## config.mk

```make
export PLATFORM = sky130hd
export DESIGN_NAME = alu_arbiter
export DESIGN_NICKNAME = d
export VERILOG_FILES = /design/src/rtl/alu_arbiter.sv
export SDC_FILE = /design/constraint.sdc
export NUM_CORES = 1
export LEC_CHECK = 0
export CAP_MARGIN = 20
export CORE_AREA = 2 2 108 110
export CTS_CLUSTER_DIAMETER = 200
export DETAILED_ROUTE_END_ITERATION = 10
export DIE_AREA = 0 0 110 112
export HOLD_SLACK_MARGIN = 0.02
export PLACE_DENSITY = 0.72
export SYNTH_ARGS = -nofsm -noshare
export SYNTH_HDL_FRONTEND = slang
export SYNTH_SLANG_ARGS = --single-unit
```

## constraint.sdc

```tcl
create_clock -name clk -period 4.9 [get_ports clk]
set_clock_uncertainty 0.15 [all_clocks]
set_input_delay 0.735 -clock clk [delete_from_list [all_inputs] [get_ports clk]]
set_output_delay 0.735 -clock clk [all_outputs]
set_load 0.005 [all_outputs]
```

## src/rtl/alu_arbiter.sv

```systemverilog
// Two-requester arbiter in front of one shared combinational ALU, with a registered response slot.
// Latency: one cycle from accept to rsp_valid; one operation per cycle sustained while rsp_ready is high.
// Backpressure: requests stall (reqN_ready=0) while the response slot is full and not draining.
// Optional macro ALU_ARB_FIXED_PRIO_EN: requester 0 always wins a tie and no last-grant state exists.
module alu_arbiter (
   input  logic        clk,
   input  logic        rst_n,
   input  logic        req0_valid,
   output logic        req0_ready,
   input  logic [3:0]  req0_op,
   input  logic [31:0] req0_a,
   input  logic [31:0] req0_b,
   input  logic        req1_valid,
   output logic        req1_ready,
   input  logic [3:0]  req1_op,
   input  logic [31:0] req1_a,
   input  logic [31:0] req1_b,
   output logic        alu_enable,
   output logic [3:0]  alu_operation,
   output logic [31:0] alu_operand_a,
   output logic [31:0] alu_operand_b,
   input  logic [31:0] alu_result,
   input  logic        alu_result_zero,
   output logic        rsp_valid,
   input  logic        rsp_ready,
   output logic        rsp_id,
   output logic [31:0] rsp_result,
   output logic        rsp_zero
);

   typedef enum logic {
      ST_EMPTY = 1'b0,
      ST_FULL  = 1'b1
   } rsp_state_e;

   rsp_state_e  state_q, state_d;
   logic        rsp_id_q, rsp_id_d;
   logic [31:0] rsp_result_q, rsp_result_d;
   logic        rsp_zero_q, rsp_zero_d;
   logic        gnt_vld;
   logic        gnt_idx;
   logic        can_accept;
   logic        accept;

`ifndef ALU_ARB_FIXED_PRIO_EN
   logic        last_grant_q, last_grant_d;
`endif

   // Pick the requester to grant this cycle from those presenting valid.
   always_comb begin
      gnt_vld = req0_valid | req1_valid;
      gnt_idx = 1'b0;
`ifdef ALU_ARB_FIXED_PRIO_EN
      if (!req0_valid && req1_valid) begin
         gnt_idx = 1'b1;
      end
`else
      if (req0_valid && req1_valid) begin
         gnt_idx = ~last_grant_q;
      end else if (req1_valid) begin
         gnt_idx = 1'b1;
      end
`endif
   end

   // No accept can happen while reset is asserted, even though the slot reads empty.
   assign can_accept = rst_n && ((state_q == ST_EMPTY) || rsp_ready);
   assign accept     = gnt_vld && can_accept;
   assign req0_ready = accept && !gnt_idx;
   assign req1_ready = accept && gnt_idx;

   // Drive the shared ALU only with an operation that is being accepted this cycle.
   always_comb begin
      alu_enable    = 1'b0;
      alu_operation = 4'd0;
      alu_operand_a = 32'd0;
      alu_operand_b = 32'd0;
      if (accept) begin
         alu_enable    = 1'b1;
         alu_operation = gnt_idx ? req1_op : req0_op;
         alu_operand_a = gnt_idx ? req1_a  : req0_a;
         alu_operand_b = gnt_idx ? req1_b  : req0_b;
      end
   end

   // Response slot next state: load on accept, empty on drain without a refill.
   always_comb begin
      state_d      = state_q;
      rsp_id_d     = rsp_id_q;
      rsp_result_d = rsp_result_q;
      rsp_zero_d   = rsp_zero_q;
      case (state_q)
         ST_EMPTY: begin
            if (accept) begin
               state_d = ST_FULL;
            end
         end
         ST_FULL: begin
            if (accept) begin
               state_d = ST_FULL;
            end else if (rsp_ready) begin
               state_d = ST_EMPTY;
            end
         end
         default: state_d = ST_EMPTY;
      endcase
      if (accept) begin
         rsp_id_d     = gnt_idx;
         rsp_result_d = alu_result;
         rsp_zero_d   = alu_result_zero;
      end
   end

`ifndef ALU_ARB_FIXED_PRIO_EN
   // Round-robin pointer moves only when a grant is actually taken.
   always_comb begin
      last_grant_d = accept ? gnt_idx : last_grant_q;
   end

   // Round-robin pointer register; reset value lets requester 0 win the first tie.
   always_ff @(posedge clk or negedge rst_n) begin
      if (!rst_n) begin
         last_grant_q <= 1'b1;
      end else begin
         last_grant_q <= last_grant_d;
      end
   end
`endif

   // Response slot registers.
   always_ff @(posedge clk or negedge rst_n) begin
      if (!rst_n) begin
         state_q      <= ST_EMPTY;
         rsp_id_q     <= 1'b0;
         rsp_result_q <= 32'd0;
         rsp_zero_q   <= 1'b0;
      end else begin
         state_q      <= state_d;
         rsp_id_q     <= rsp_id_d;
         rsp_result_q <= rsp_result_d;
         rsp_zero_q   <= rsp_zero_d;
      end
   end

   assign rsp_valid  = (state_q == ST_FULL);
   assign rsp_id     = rsp_id_q;
   assign rsp_result = rsp_result_q;
   assign rsp_zero   = rsp_zero_q;

endmodule

```

Yosys cells after proc, flatten, opt, wreduce, memory -nomap -nowiden:

Cells that the tools add are included.
W data, S select, Z words.

* register bits: 36
* bits in latches: 0
* RAM bits: 0
* memory bits (read-only): 0
* input port bits: 174
* logic and storage cells: 27
* memories kept: 0

* $add $sub $neg: 0
* multiply operators: 0
* div/mod/pow operators: 0
* magnitude comparators: 0
* equality and inequality tests: 0
* shifts and indexed selects: 0
* multiplexer cells: 12
* bitwise logic cells: 3
* reductions and logical operators: 7

Operators by type and width (number)
* $mux W32: 4
* $mux W4: 2
* $logic_and A1 B1 Y1: 5
* $mux W1: 5
* $not A1 Y1: 2
* $pmux W1 S2: 1
* $logic_not A1 Y1: 1
* $logic_or A1 B1 Y1: 1
* $or A1 B1 Y1: 1

Depth between registers and ports, before layout:

* word-level depth: 6
* mapped depth: 6
* depth with buffers taken out: 3

Worst setup path before layout:

Ideal clock, no wire load.

* path type: input to output
* start point: input rsp_ready
* end point: output alu_operand_b[12]
* data arrival time: 1.666 ns
* data required time: 4.015 ns
* path slack: 2.349 ns
* cell stages on the path: 6
* cell sequence: nand2b_1 o2111a_1 buf_2 buf_6 buf_6 a22o_1

* longest elaborated chain between the ends: 4

RTL lines
* start: declaration: line 25 `input logic rsp_ready,`
* $logic_or A1 B1 Y1: line 67 `assign can_accept = rst_n && ((state_q == ST_EMPTY) || rsp_ready);`
* $logic_and A1 B1 Y1: line 67
* $logic_and A1 B1 Y1: line 68 `assign accept = gnt_vld && can_accept;`
* $mux W32: line 78 `if (accept) begin`
* end: declaration: line 21 `output logic [31:0] alu_operand_b,`

Every way passes these cells.

Worst setup path after layout:

* start point: input rsp_ready
* end point: output alu_operand_b[2]

The elaborated chain is that of the path after synthesis.

==> summary.txt <==
Run status
  • Status: completed

Clock network
  • Clk_lat worst skew: 0.27 ns
  • Post_cts resized: 0
  • TritonCTS buffer count: 5
  • CTS Sinks: 36
  • Maximum buffer depth of the clock tree: 2
  • Postcts setup bufs: 0
  • H-Tree Depth: 2
  • CTS tree: yes
  • Clk root buf: clkbuf_16
  • Hold Buf Count CTS: 0
  • Reg clk slew, reported paths: 0.05 ns

Worst setup path
  • Worst r2r path cells: 4
  • Worst setup SP type: input port
  • Critical Path Fanout Max: 45
  • Critical path type: input port to output port
  • Slowest cell delay on critical path: 0.66 ns
  • FF-to-FF End: last_grant_q$_DFFE_PN1P_
  • WP data arrival: 3.07 ns
  • CP required: 4.01 ns
  • CP Capture Type: output port
  • CP max-delay cell: and4_2
  • Critical R2R Launch: rsp_valid$_DFF_PN0_
  • CP dominant cell by count: clkdlybuf4s50_1
  • Cell chain of the critical path: clkdlybuf4s50_1 > nand2b_1 > and4_2 > buf_12 > a22o_1 > clkdlybuf4s50_1
  • WP buf/inv: 3
  • Crit path max-delay family: buffers and inverters
  • Reg-to-reg setup timing slack: 3.01 ns

Floorplan
  • # IOs: 280
  • Starting Density: 18.37%
  • DIE HEIGHT: 112 um
  • Rows: 39
  • Core Footprint: 0.01117 sq mm
  • DIE AREA: 0.01232 sq mm
  • Die X: 110 um

Placement
  • IO buf count: 279
  • RD Place Congestion: 0.9508
  • Dpl cell area: 0.004971 sq mm
  • Hpwl dp: 8.869 mm

Drt
  • Drt total wl: 10.53 mm
  • DRC: 0
  • Initial DRT Pass Iterations: 3
  • Total number of vias: 2595
  • Routed Antenna Nets: 0
  • Routed wire per std cell: 18.03 um
  • Number of DRC markers in iteration 0: 121
  • Vias per cell: 4.443

Layout
  • Layout area overhead: 149.7%
  • Final net count: 611
  • Final Util: 45.89%
  • Share of layout cells above drive strength 1: 11.42%
  • Layout fillers: 1050
  • Design area: 0.005127 sq mm

Timing
  • Final Setup Violations: 0
  • Setup TNS: 0 ns
  • Fmax: 0.2528 GHz
  • Final min period: 3.955 ns
  • Pins over their slew limit: 0
  • Final Hold Viols: 0
  • Fin crit share: 80.72%
  • RSZ-0062 raised after global routing: no
  • Worst-margin pin slew: 0.5832 ns
  • Max-Slew Margin vs Limit: 61.12%

Yosys
  • Post-Synth Simple-Gate Area: 1.097%
  • Post-synth ARST share: 100.0%
  • Mapped Nets: 340
  • Mux cell area share after synthesis: 18.10%
  • Top post-synthesis cells by area: dfrtp_1, a22o_1, mux2_2, buf_2, dfstp_2
  • Ys flop type: dfrtp_1
  • Netlist Area Pre-Place: 0.002053 sq mm
  • Post-synthesis adder-cell area fraction: 0%
  • Post-Synth XOR/XNOR Area: 0%
  • FF+latch count, synth: 36
  • Gate Count Post-Synth: 166
  • Commonest cells post-synth: a22o_1, dfrtp_1, mux2_2
  • Top-count cell post-synth: a22o_1
  • Largest family of logic cells by synthesized area: compound AO/OA/AOI/OAI gates
  • Compound-Gate Fraction of Synth Area: 30.90%
  • Netlist cell types: 14
  • Syn Area/Cell: 12.37 sq um
  • Synth area leader: dfrtp_1
  • Share of the synthesized area in the top cell type: 42.66%
  • Synth warn: 0
  • Register area share after synthesis: 43.94%
  • Post-synth EDFFs: 0

Power
  • Pwr Density: 234.0 mW/mm^2
  • Part of the power in combinational logic: 42.1%
  • Clock Power Share: 26.2%
  • Sw Share: 23.86%
  • Internal: 0.0009135 W
  • Sequential share of power: 31.8%
  • Leakage: 2.018 nW
  • Max IR drop VDD: 216.9 uV
  • Switch Pwr: 0.0002862 W

Global route
  • Global route overflow: 0
  • Largest net degree at the start of global routing: 46
  • Vias in the first global route: 2693
  • Gr usage total: 15.91%
  • Antenna violations before repair: 5
  • First-pass GRT wire length: 14.80 mm

Hold path
  • Worst min path class: input port to asynchronous set/reset pin

Flow run
  • Max-cap viol count: 0
==> cells in the final DEF (no fill, tap or decap) <==
| cell type | count |
|---|---|
| o2111a_2 | 1 |
| o211ai_4 | 1 |
| clkinv_2 | 2 |
| a21o_1 | 2 |
| diode_2 | 3 |
| buf_4 | 2 |
| inv_1 | 2 |
| buf_12 | 2 |
| dfstp_2 | 1 |
| buf_2 | 1 |
| mux2_2 | 33 |
| nand2_1 | 2 |
| and4_2 | 1 |
| nand2b_1 | 1 |
| a22o_1 | 68 |
| clkbuf_16 | 5 |
| dfrtp_1 | 35 |
| clkdlybuf4s50_1 | 278 |
| clkbuf_8 | 1 |
==> layout make-up <==
class / instances / area (sq um) / area share (%)
sequential: 36 / 902.1 / 17.59
timing repair buffer: 283 / 2843 / 55.44
clock buffer: 6 / 138.9 / 2.709
inverter: 2 / 7.507 / 0.1464
antenna: 3 / 7.507 / 0.1464
tap: 143 / 178.9 / 3.490
multi-input combinational: 109 / 1040 / 20.28
clock inverter: 2 / 10.01 / 0.1952
==> registers in the layout, summed over array words and instances (netlist names) <==
register and count:
rsp_result 32, rsp_valid 1, last_grant_q 1, rsp_zero 1
rsp_id 1
==> stage by stage <==
| stage | total power (W) | setup slack [ns] | hold slack, ns | instances |
|---|---|---|---|---|
| floorplan | 0.0005250 | 2.349 | 0.2894 | 166 |
| global placement | 0.0008860 | 0.9904 | 0.3161 | 573 |
| detailed placement | 0.0008961 | 0.9257 | 0.3238 | 573 |
| CTS | 0.001220 | 0.9258 | 0.1281 | 581 |
| global route | 0.001264 | 0.8188 | 0.1284 | 583 |
| finish | 0.001200 | 0.9449 | 0.1310 | 584 |
==> power groups by stage <==
stage	clock network, W	registers, W	logic, W
finish	0.000314	0.000381	0.000505
floorplan	0	0.000387	0.000138
detailed placement	0	0.000386	0.000510
global route	0.000337	0.000388	0.000539
global placement	0	0.000381	0.000505
CTS	0.000326	0.000382	0.000513
==> logic make-up after synthesis <==
| family | count (synthesis) |
|---|---|
| simple gates | 4 |
| mux | 33 |
| flops | 36 |
| buf+inv | 21 |
| compound gates | 72 |
==> worst register-to-register path: cells and delay by family, from the launching register on <==
kind / cells / cell delay [ns]
and+or+nand+nor: 2 / 0.85
DFF: 1 / 0.40
buffers and inverters: 1 / 0.30
AOI/OAI and AO/OA: 1 / 0.13
==> worst max path at each step <==
stage / startpoint / depth (start not counted) / end
after floorplan: rsp_ready / 6 / alu_operand_b[12]
after global placement: rsp_ready / 6 / alu_operand_b[2]
after detailed placement: rsp_ready / 6 / alu_operand_b[2]
after CTS: rsp_ready / 6 / alu_operand_b[2]
after global routing: rsp_ready / 6 / alu_operand_b[17]
final: rsp_ready / 6 / alu_operand_b[2]
==> per-layer routing <==
metal  track usage (%)  wire length [um]  part of all wire (%)
met1             17.02              3841                    36
met2             28.18              5199                    49
met3             6.030              1172                    11
met4             5.401               288                   2.7
met5                 0                27                  0.26
Power figures use the tool's default switching activity.
